## config.mk

```make
export PLATFORM = sky130hd
export DESIGN_NAME = alu_multicycle
export DESIGN_NICKNAME = d
export VERILOG_FILES = /design/src/rtl/alu_pkg.sv /design/src/rtl/alu_mul_iter.sv /design/src/rtl/alu_multicycle.sv
export SDC_FILE = /design/constraint.sdc
export NUM_CORES = 1
export LEC_CHECK = 0
export CAP_MARGIN = 5
export CORE_MARGIN = 2
export CORE_UTILIZATION = 40
export CTS_CLUSTER_DIAMETER = 40
export CTS_CLUSTER_SIZE = 20
export DETAILED_ROUTE_END_ITERATION = 8
export SKIP_CTS_REPAIR_TIMING = 1
export SLEW_MARGIN = 10
export SYNTH_ARGS = -nofsm -noshare
export SYNTH_HDL_FRONTEND = slang
export SYNTH_SLANG_ARGS = --single-unit
```

## constraint.sdc

```tcl
create_clock -name clk -period 6.3 [get_ports clk]
set_clock_uncertainty 0.2 [all_clocks]
set_input_delay 1.26 -clock clk [delete_from_list [all_inputs] [get_ports clk]]
set_output_delay 1.26 -clock clk [all_outputs]
set_load 0.01 [all_outputs]
```

## src/rtl/alu_pkg.sv

```systemverilog
// Shared types for the multicycle execute unit: opcode encoding, FSM states and
// the helper that routes an opcode to the iterative multiplier.
package alu_pkg;

    typedef enum logic [3:0] {
        OP_AND  = 4'd0,
        OP_OR   = 4'd1,
        OP_ADD  = 4'd2,
        OP_XOR  = 4'd3,
        OP_NOR  = 4'd4,
        OP_SLL  = 4'd5,
        OP_SUB  = 4'd6,
        OP_SLT  = 4'd7,
        OP_SLTU = 4'd8,
        OP_SRL  = 4'd9,
        OP_SRA  = 4'd10,
        OP_MULU = 4'd11,
        OP_MUL  = 4'd12
    } alu_op_t;

    typedef enum logic [1:0] {
        ST_IDLE = 2'd0,
        ST_MUL  = 2'd1,
        ST_DONE = 2'd2
    } state_t;

    function automatic logic is_mul(input logic [3:0] op);
        return (op == OP_MULU) || (op == OP_MUL);
    endfunction

endpackage

```

## src/rtl/alu_mul_iter.sv

```systemverilog
// Iterative shift-add multiplier: works on operand magnitudes, retires MUL_BPC
// multiplier bits per cycle and negates the product on the final step if needed.
module alu_mul_iter
    import alu_pkg::*;
#(
    parameter int XLEN    = 32,
    parameter int MUL_BPC = 1
) (
    input  logic            clk,
    input  logic            rst_n,
    input  logic            start,
    input  logic            abort,
    input  logic [XLEN-1:0] a,
    input  logic [XLEN-1:0] b,
    input  logic            signed_op,
    output logic            busy,
    output logic            done,
    output logic [XLEN-1:0] hi,
    output logic [XLEN-1:0] lo
);

    localparam int STEPS = XLEN / MUL_BPC;
    localparam int CW    = $clog2(STEPS + 1);

    logic [XLEN-1:0]         mcand_q, mcand_d;
    logic [XLEN-1:0]         hi_q, hi_d;
    logic [XLEN-1:0]         lo_q, lo_d;
    logic [CW-1:0]           cnt_q, cnt_d;
    logic                    neg_q, neg_d;
    logic                    busy_q, busy_d;
    logic                    last;
    logic [XLEN+MUL_BPC-1:0] partial;
    logic [XLEN+MUL_BPC-1:0] sum;
    logic [2*XLEN+MUL_BPC-1:0] shifted;
    logic [2*XLEN-1:0]       prod_step;

    always_comb begin
        mcand_d   = mcand_q;
        hi_d      = hi_q;
        lo_d      = lo_q;
        cnt_d     = cnt_q;
        neg_d     = neg_q;
        busy_d    = busy_q;
        last      = busy_q && (cnt_q == CW'(1));
        // Low multiplier digit times the multiplicand joins the running high word.
        partial   = {{MUL_BPC{1'b0}}, mcand_q} * {{XLEN{1'b0}}, lo_q[MUL_BPC-1:0]};
        sum       = {{MUL_BPC{1'b0}}, hi_q} + partial;
        shifted   = {sum, lo_q} >> MUL_BPC;
        prod_step = shifted[2*XLEN-1:0];

        if (abort) begin
            busy_d = 1'b0;
            cnt_d  = '0;
        end else if (start) begin
            mcand_d = (signed_op && a[XLEN-1]) ? -a : a;
            lo_d    = (signed_op && b[XLEN-1]) ? -b : b;
            hi_d    = '0;
            neg_d   = signed_op && (a[XLEN-1] ^ b[XLEN-1]);
            cnt_d   = CW'(STEPS);
            busy_d  = 1'b1;
        end else if (busy_q) begin
            {hi_d, lo_d} = (last && neg_q) ? -prod_step : prod_step;
            cnt_d        = cnt_q - CW'(1);
            if (last) busy_d = 1'b0;
        end
    end

    always_ff @(posedge clk or negedge rst_n) begin
        if (!rst_n) begin
            mcand_q <= '0;
            hi_q    <= '0;
            lo_q    <= '0;
            cnt_q   <= '0;
            neg_q   <= 1'b0;
            busy_q  <= 1'b0;
        end else begin
            mcand_q <= mcand_d;
            hi_q    <= hi_d;
            lo_q    <= lo_d;
            cnt_q   <= cnt_d;
            neg_q   <= neg_d;
            busy_q  <= busy_d;
        end
    end

    assign busy = busy_q;
    assign done = last;
    assign hi   = hi_q;
    assign lo   = lo_q;

endmodule

```

## src/rtl/alu_multicycle.sv

```systemverilog
// Handshaked execute unit: single-cycle ops registered at accept, MUL/MULU run
// in alu_mul_iter. valid/ready: a transfer happens on any edge where both are 1.
module alu_multicycle
    import alu_pkg::*;
#(
    parameter int XLEN    = 32,
    parameter int MUL_BPC = 1
) (
    input  logic            clk,
    input  logic            rst_n,
    input  logic            flush,
    input  logic            in_valid,
    output logic            in_ready,
    input  logic [3:0]      op,
    input  logic [XLEN-1:0] src_a,
    input  logic [XLEN-1:0] src_b,
    output logic            out_valid,
    input  logic            out_ready,
    output logic [XLEN-1:0] result,
    output logic [XLEN-1:0] result_hi,
    output logic            zero,
    output logic            overflow,
    output logic            illegal,
    output logic [1:0]      dbg_state
);

    localparam int SHW = $clog2(XLEN);

    state_t          state_q, state_d;
    logic [XLEN-1:0] res_q, res_d;
    logic            ovf_q, ovf_d;
    logic            ill_q, ill_d;
    logic            sel_mul_q, sel_mul_d;

    logic            accept, mul_start, mul_busy, mul_done;
    logic [XLEN-1:0] mul_hi, mul_lo;
    logic [XLEN-1:0] alu_res, b_eff, sum;
    logic            alu_ovf, alu_ill;
    logic [SHW-1:0]  shamt;

    always_comb begin
        shamt   = src_b[SHW-1:0];
        b_eff   = (op == OP_SUB) ? ~src_b : src_b;
        sum     = src_a + b_eff + XLEN'(op == OP_SUB);
        alu_res = '0;
        alu_ovf = 1'b0;
        alu_ill = 1'b0;
        case (op)
            OP_AND:  alu_res = src_a & src_b;
            OP_OR:   alu_res = src_a | src_b;
            OP_XOR:  alu_res = src_a ^ src_b;
            OP_NOR:  alu_res = ~(src_a | src_b);
            OP_ADD, OP_SUB: begin
                alu_res = sum;
                alu_ovf = (src_a[XLEN-1] == b_eff[XLEN-1]) && (sum[XLEN-1] != src_a[XLEN-1]);
            end
            OP_SLT:  alu_res = XLEN'($signed(src_a) < $signed(src_b));
            OP_SLTU: alu_res = XLEN'(src_a < src_b);
            OP_SLL:  alu_res = src_a << shamt;
            OP_SRL:  alu_res = src_a >> shamt;
            OP_SRA:  alu_res = $unsigned($signed(src_a) >>> shamt);
            OP_MULU, OP_MUL: alu_res = '0;
            default: alu_ill = 1'b1;
        endcase
    end

    always_comb begin
        state_d   = state_q;
        res_d     = res_q;
        ovf_d     = ovf_q;
        ill_d     = ill_q;
        sel_mul_d = sel_mul_q;
        in_ready  = !flush && ((state_q == ST_IDLE) || ((state_q == ST_DONE) && out_ready));
        accept    = in_valid && in_ready;
        mul_start = accept && is_mul(op);

        case (state_q)
            ST_MUL:  if (mul_done) state_d = ST_DONE;
            ST_DONE: if (out_ready) state_d = ST_IDLE;
            default: ;
        endcase

        // An accept in DONE overrides the drop to IDLE, giving back-to-back issue.
        if (accept) begin
            if (is_mul(op)) begin
                state_d   = ST_MUL;
                sel_mul_d = 1'b1;
                ovf_d     = 1'b0;
                ill_d     = 1'b0;
            end else begin
                state_d   = ST_DONE;
                sel_mul_d = 1'b0;
                res_d     = alu_res;
                ovf_d     = alu_ovf;
                ill_d     = alu_ill;
            end
        end

        if (flush) state_d = ST_IDLE;
    end

    always_ff @(posedge clk or negedge rst_n) begin
        if (!rst_n) begin
            state_q   <= ST_IDLE;
            res_q     <= '0;
            ovf_q     <= 1'b0;
            ill_q     <= 1'b0;
            sel_mul_q <= 1'b0;
        end else begin
            state_q   <= state_d;
            res_q     <= res_d;
            ovf_q     <= ovf_d;
            ill_q     <= ill_d;
            sel_mul_q <= sel_mul_d;
        end
    end

    alu_mul_iter #(
        .XLEN    (XLEN),
        .MUL_BPC (MUL_BPC)
    ) u_mul (
        .clk       (clk),
        .rst_n     (rst_n),
        .start     (mul_start),
        .abort     (flush),
        .a         (src_a),
        .b         (src_b),
        .signed_op (op == OP_MUL),
        .busy      (mul_busy),
        .done      (mul_done),
        .hi        (mul_hi),
        .lo        (mul_lo)
    );

    assign out_valid = (state_q == ST_DONE);
    assign result    = sel_mul_q ? mul_lo : res_q;
    assign result_hi = sel_mul_q ? mul_hi : '0;
    assign zero      = out_valid && (result == '0);
    assign overflow  = ovf_q;
    assign illegal   = ill_q;
    assign dbg_state = state_q;

endmodule

```

==> impl_metrics.py <==
metrics = {
    "timing": {
        "finalCritPeriodShare_pct": 82.5,
        "tightest_slew_ns": 1.15,
        "fin_tns_setup_ns": 0,
        "period_needed_ns": 5.20,
        "rsz0062_at_grt": "no",
        "hold_slack_ns": 0.273,
        "setup_slack_ns": 1.10,
        "clock.fmax_mhz": 192,
        "relSlewSlack_pct": 22.9,
        "drv_slew": 0,
        "hold_violations": 0,
        "setup-violations-final": 0,
    },
    "global_routing": {
        "grt_pass1_wl_mm": 127,
        "first_global_vias": 19194,
        "overflow": 0,
        "grt_max_degree": 80,
        "antenna_found_initial": 0,
        "grt_util_all_layers_pct": 34.2,
    },
    "synth": {
        "synth_ff_type": "dfrtp_1",
        "synth-edff-count": 0,
        "syn_avg_cell_area_um2": 7.54,
        "netlist_instances": 2535,
        "synth_cell_types": 82,
        "synthArstFlopShare_pct": 100,
        "ys_seq_area_share_pct": 18.5,
        "synthesis.nets": 2774,
        "syn_area_um2": 19100,
        "yosysWarnings": 0,
        "synth-seq-cells": 141,
    },
    "cells_and_area": {
        "n_antenna_cell": 0,
        "fillers": 4882,
        "drive_gt1_share_pct": 7.93,
        "final_cell_mix": "278 x nand2_1, 263 x o21ai_0, 211 x nor2_1, 205 x a21oi_1, 164 x ha_1",
        "syn2layout_area_growth_pct": 13.4,
        "instances_no_fill": 3212,
        "final_common_cell": "nand2_1",
        "nNetsFinal": 2823,
    },
    "routing": {
        "vias": 20433,
        "wl_per_cell_um": 26.8,
        "drc": 0,
        "drt-vias-per-instance": 6.36,
        "first_pass_iters": 6,
        "wirelength_mm": 86.1,
        "ant_nets": 0,
        "drtIter0Drc": 2043,
    },
    "die": {
        "die_width_um": 223,
        "num_rows": 80,
        "fp.dieArea_um2": 49600,
        "ios": 144,
        "die_h_um": 223,
        "initial_core_util_pct": 40.3,
        "core_um2": 47400,
    },
    "min_path": {
        "hold_depth": 2,
        "whs_endpoint": "u_mul.mcand_q[10]",
        "hp-start": "u_mul.mcand_q[10]",
        "hold_path_class": "flop to flop",
    },
    "placement": {
        "placedCellCount": 3180,
        "portBuffers": 143,
        "dp_hpwl_mm": 67.4,
        "gp_congestion": 1.03,
        "dp_worst_setup_slack_ns": 0.727,
    },
    "critical_path": {
        "r2r_end": "u_mul.hi[29]",
        "critical_path_class": "input pin to flop",
        "reg2reg_from": "u_mul.lo[0]",
        "slowest_stage": "clkdlybuf4s50_1",
        "worstSetupStartpointType": "input pin",
        "endpoint_kind": "flop",
        "worstPathMaxFanout": 22,
        "cp.arrival_ns": 5.37,
        "cp_common_cell": "o21ai_0",
        "cp_cell_sequence": "clkdlybuf4s50_1 -> nand4bb_2 -> buf_4 -> xnor2_1 -> ha_1 -> o21ai_0 -> a21boi_0 -> o21ai_0 -> nand3_1 -> o21ba_2 -> a31o_2 -> a31oi_1 -> mux2_2 -> a21oi_1",
        "reg2reg_slack_ns": 1.35,
        "cpPeakStageDelay_ns": 0.71,
        "r2r_cells": 14,
        "crit_required_ns": 6.47,
    },
    "cts": {
        "cts_tree": "yes",
        "htree_levels": 4,
        "clkLatencyLatePin_ns": 0.45,
        "cts.sinks": 141,
        "root_buffer": "clkbuf_16",
        "clock_path_buffers": 2,
        "cts_buffers": 17,
        "clkTransAtPathRegs_ns": 0.07,
    },
    "power": {
        "irDropWorstVdd_v": 0.000187,
        "power_density_nw_per_um2": 173,
        "leakage_nw": 9.22,
    },
    "flow_run": {
        "cap_violations": 0,
    },
    "run_status": {
        "status": "finished, final reports clean",
    },
}
-- critical path: cells and delay by family --
| kind | cells | cell delay, ns |
|---|---|---|
| and+or+nand+nor | 2 | 0.44 |
| buffers and inverters | 2 | 1.04 |
| muxes | 1 | 0.36 |
| adders and majority gates | 1 | 0.34 |
| AOI/OAI and AO/OA | 7 | 1.75 |
| xor gates and xnor gates | 1 | 0.18 |
-- cells by family (layout without fill, tap and decap cells) --
group                    after synthesis  count (layout)  share of synthesized area [%]
flip-flops                           141             141                           18.5
XOR/XNOR                             196             196                           8.98
buffers and inverters                272             334                           5.47
AND/OR/NAND/NOR                      804             804                           19.7
AO/OA/AOI/OAI                        828             828                           27.3
multiplexers                         128             128                           9.15
adder cells (fa/ha/maj)              166             166                           10.9
-- worst max-delay path by stage --
stage                  start        end  cells past startpoint
floorplan           src_b[1]  res_q[31]                     16
global placement       op[2]  res_q[30]                     15
detailed placement     op[2]  res_q[30]                     15
CTS                    op[2]  res_q[30]                     15
global route           op[2]  res_q[30]                     14
finish                 op[2]  res_q[30]                     14
-- power breakdown --
group / switching, W / total [W] / internal (W) / leakage (nW)
logic: 0.00101 / 0.00162 / 0.000607 / 7.05
registers: 0.000111 / 0.00113 / 0.00102 / 1.89
clock network: 0.000487 / 0.00101 / 0.000521 / 0.275
total: 0.00161 / 0.00376 / 0.00215 / 9.22
-- routing by layer --
layer	part of all wire (%)	track usage, %	wire, um
met5	0	0	0
met1	44	47.8	37900
met2	43	51.6	36900
met3	8.1	5.57	6990
met4	5.0	15.8	4270
-- state kept, by name, summed over array words and instances (netlist names) --
register	count
overflow	1
u_mul.cnt_q	6
u_mul.busy	1
res_q	32
u_mul.neg_q	1
sel_mul_q	1
dbg_state	2
u_mul.hi	32
illegal	1
u_mul.lo	32
u_mul.mcand_q	32
-- synthesized netlist by cell type, types with 12 or more instances --
master / n / share of area [%]
nand2_1: 278 / 5.5
o21ai_0: 263 / 6.9
nor2_1: 213 / 4.2
a21oi_1: 205 / 5.4
ha_1: 164 / 11
xnor2_1: 148 / 6.8
dfrtp_1: 141 / 18
clkbuf_1: 135 / 2.7
inv_1: 102 / 2.0
and2_1: 79 / 2.6
mux2i_1: 51 / 2.7
xor2_1: 48 / 2.2
mux2_2: 44 / 2.6
nor3_1: 43 / 1.1
nand3_1: 42 / 1.1
a31oi_1: 39 / 1.3
a21o_1: 36 / 1.4
o211ai_1: 36 / 1.4
mux4_2: 33 / 3.9
nor4_1: 31 / 1.0
a221oi_1: 26 / 1.2
o31ai_1: 25 / 0.98
buf_1: 24 / 0.47
nand2b_1: 23 / 0.75
nand4_1: 22 / 0.72
o21bai_1: 21 / 0.82
a211oi_1: 19 / 0.75
or3_1: 19 / 0.62
a22oi_1: 17 / 0.67
and3_1: 13 / 0.43
o41ai_1: 12 / 0.55
-- metrics by stage --
stage	power [W]	utilization, %	instance area, um^2
global route	0.00394	45.7	21700
global placement	0.00271	44.5	21100
floorplan	0.00205	-	19100
finish	0.00376	45.7	21700
detailed placement	0.00272	44.5	21100
CTS	0.00373	45.7	21700
-- final cells by class --
type | count | area, um^2 | share of cell area [%]
Timing Repair Buffer | 199 | 1840 | 8.50
Clock inverter | 14 | 129 | 0.594
Multi-Input combinational cell | 2122 | 14600 | 67.3
Sequential cell | 141 | 3530 | 16.3
Clock buffer | 18 | 429 | 1.98
Inverter | 103 | 387 | 1.78
Tap cell | 615 | 769 | 3.55
(Power assumes the default switching activity.)
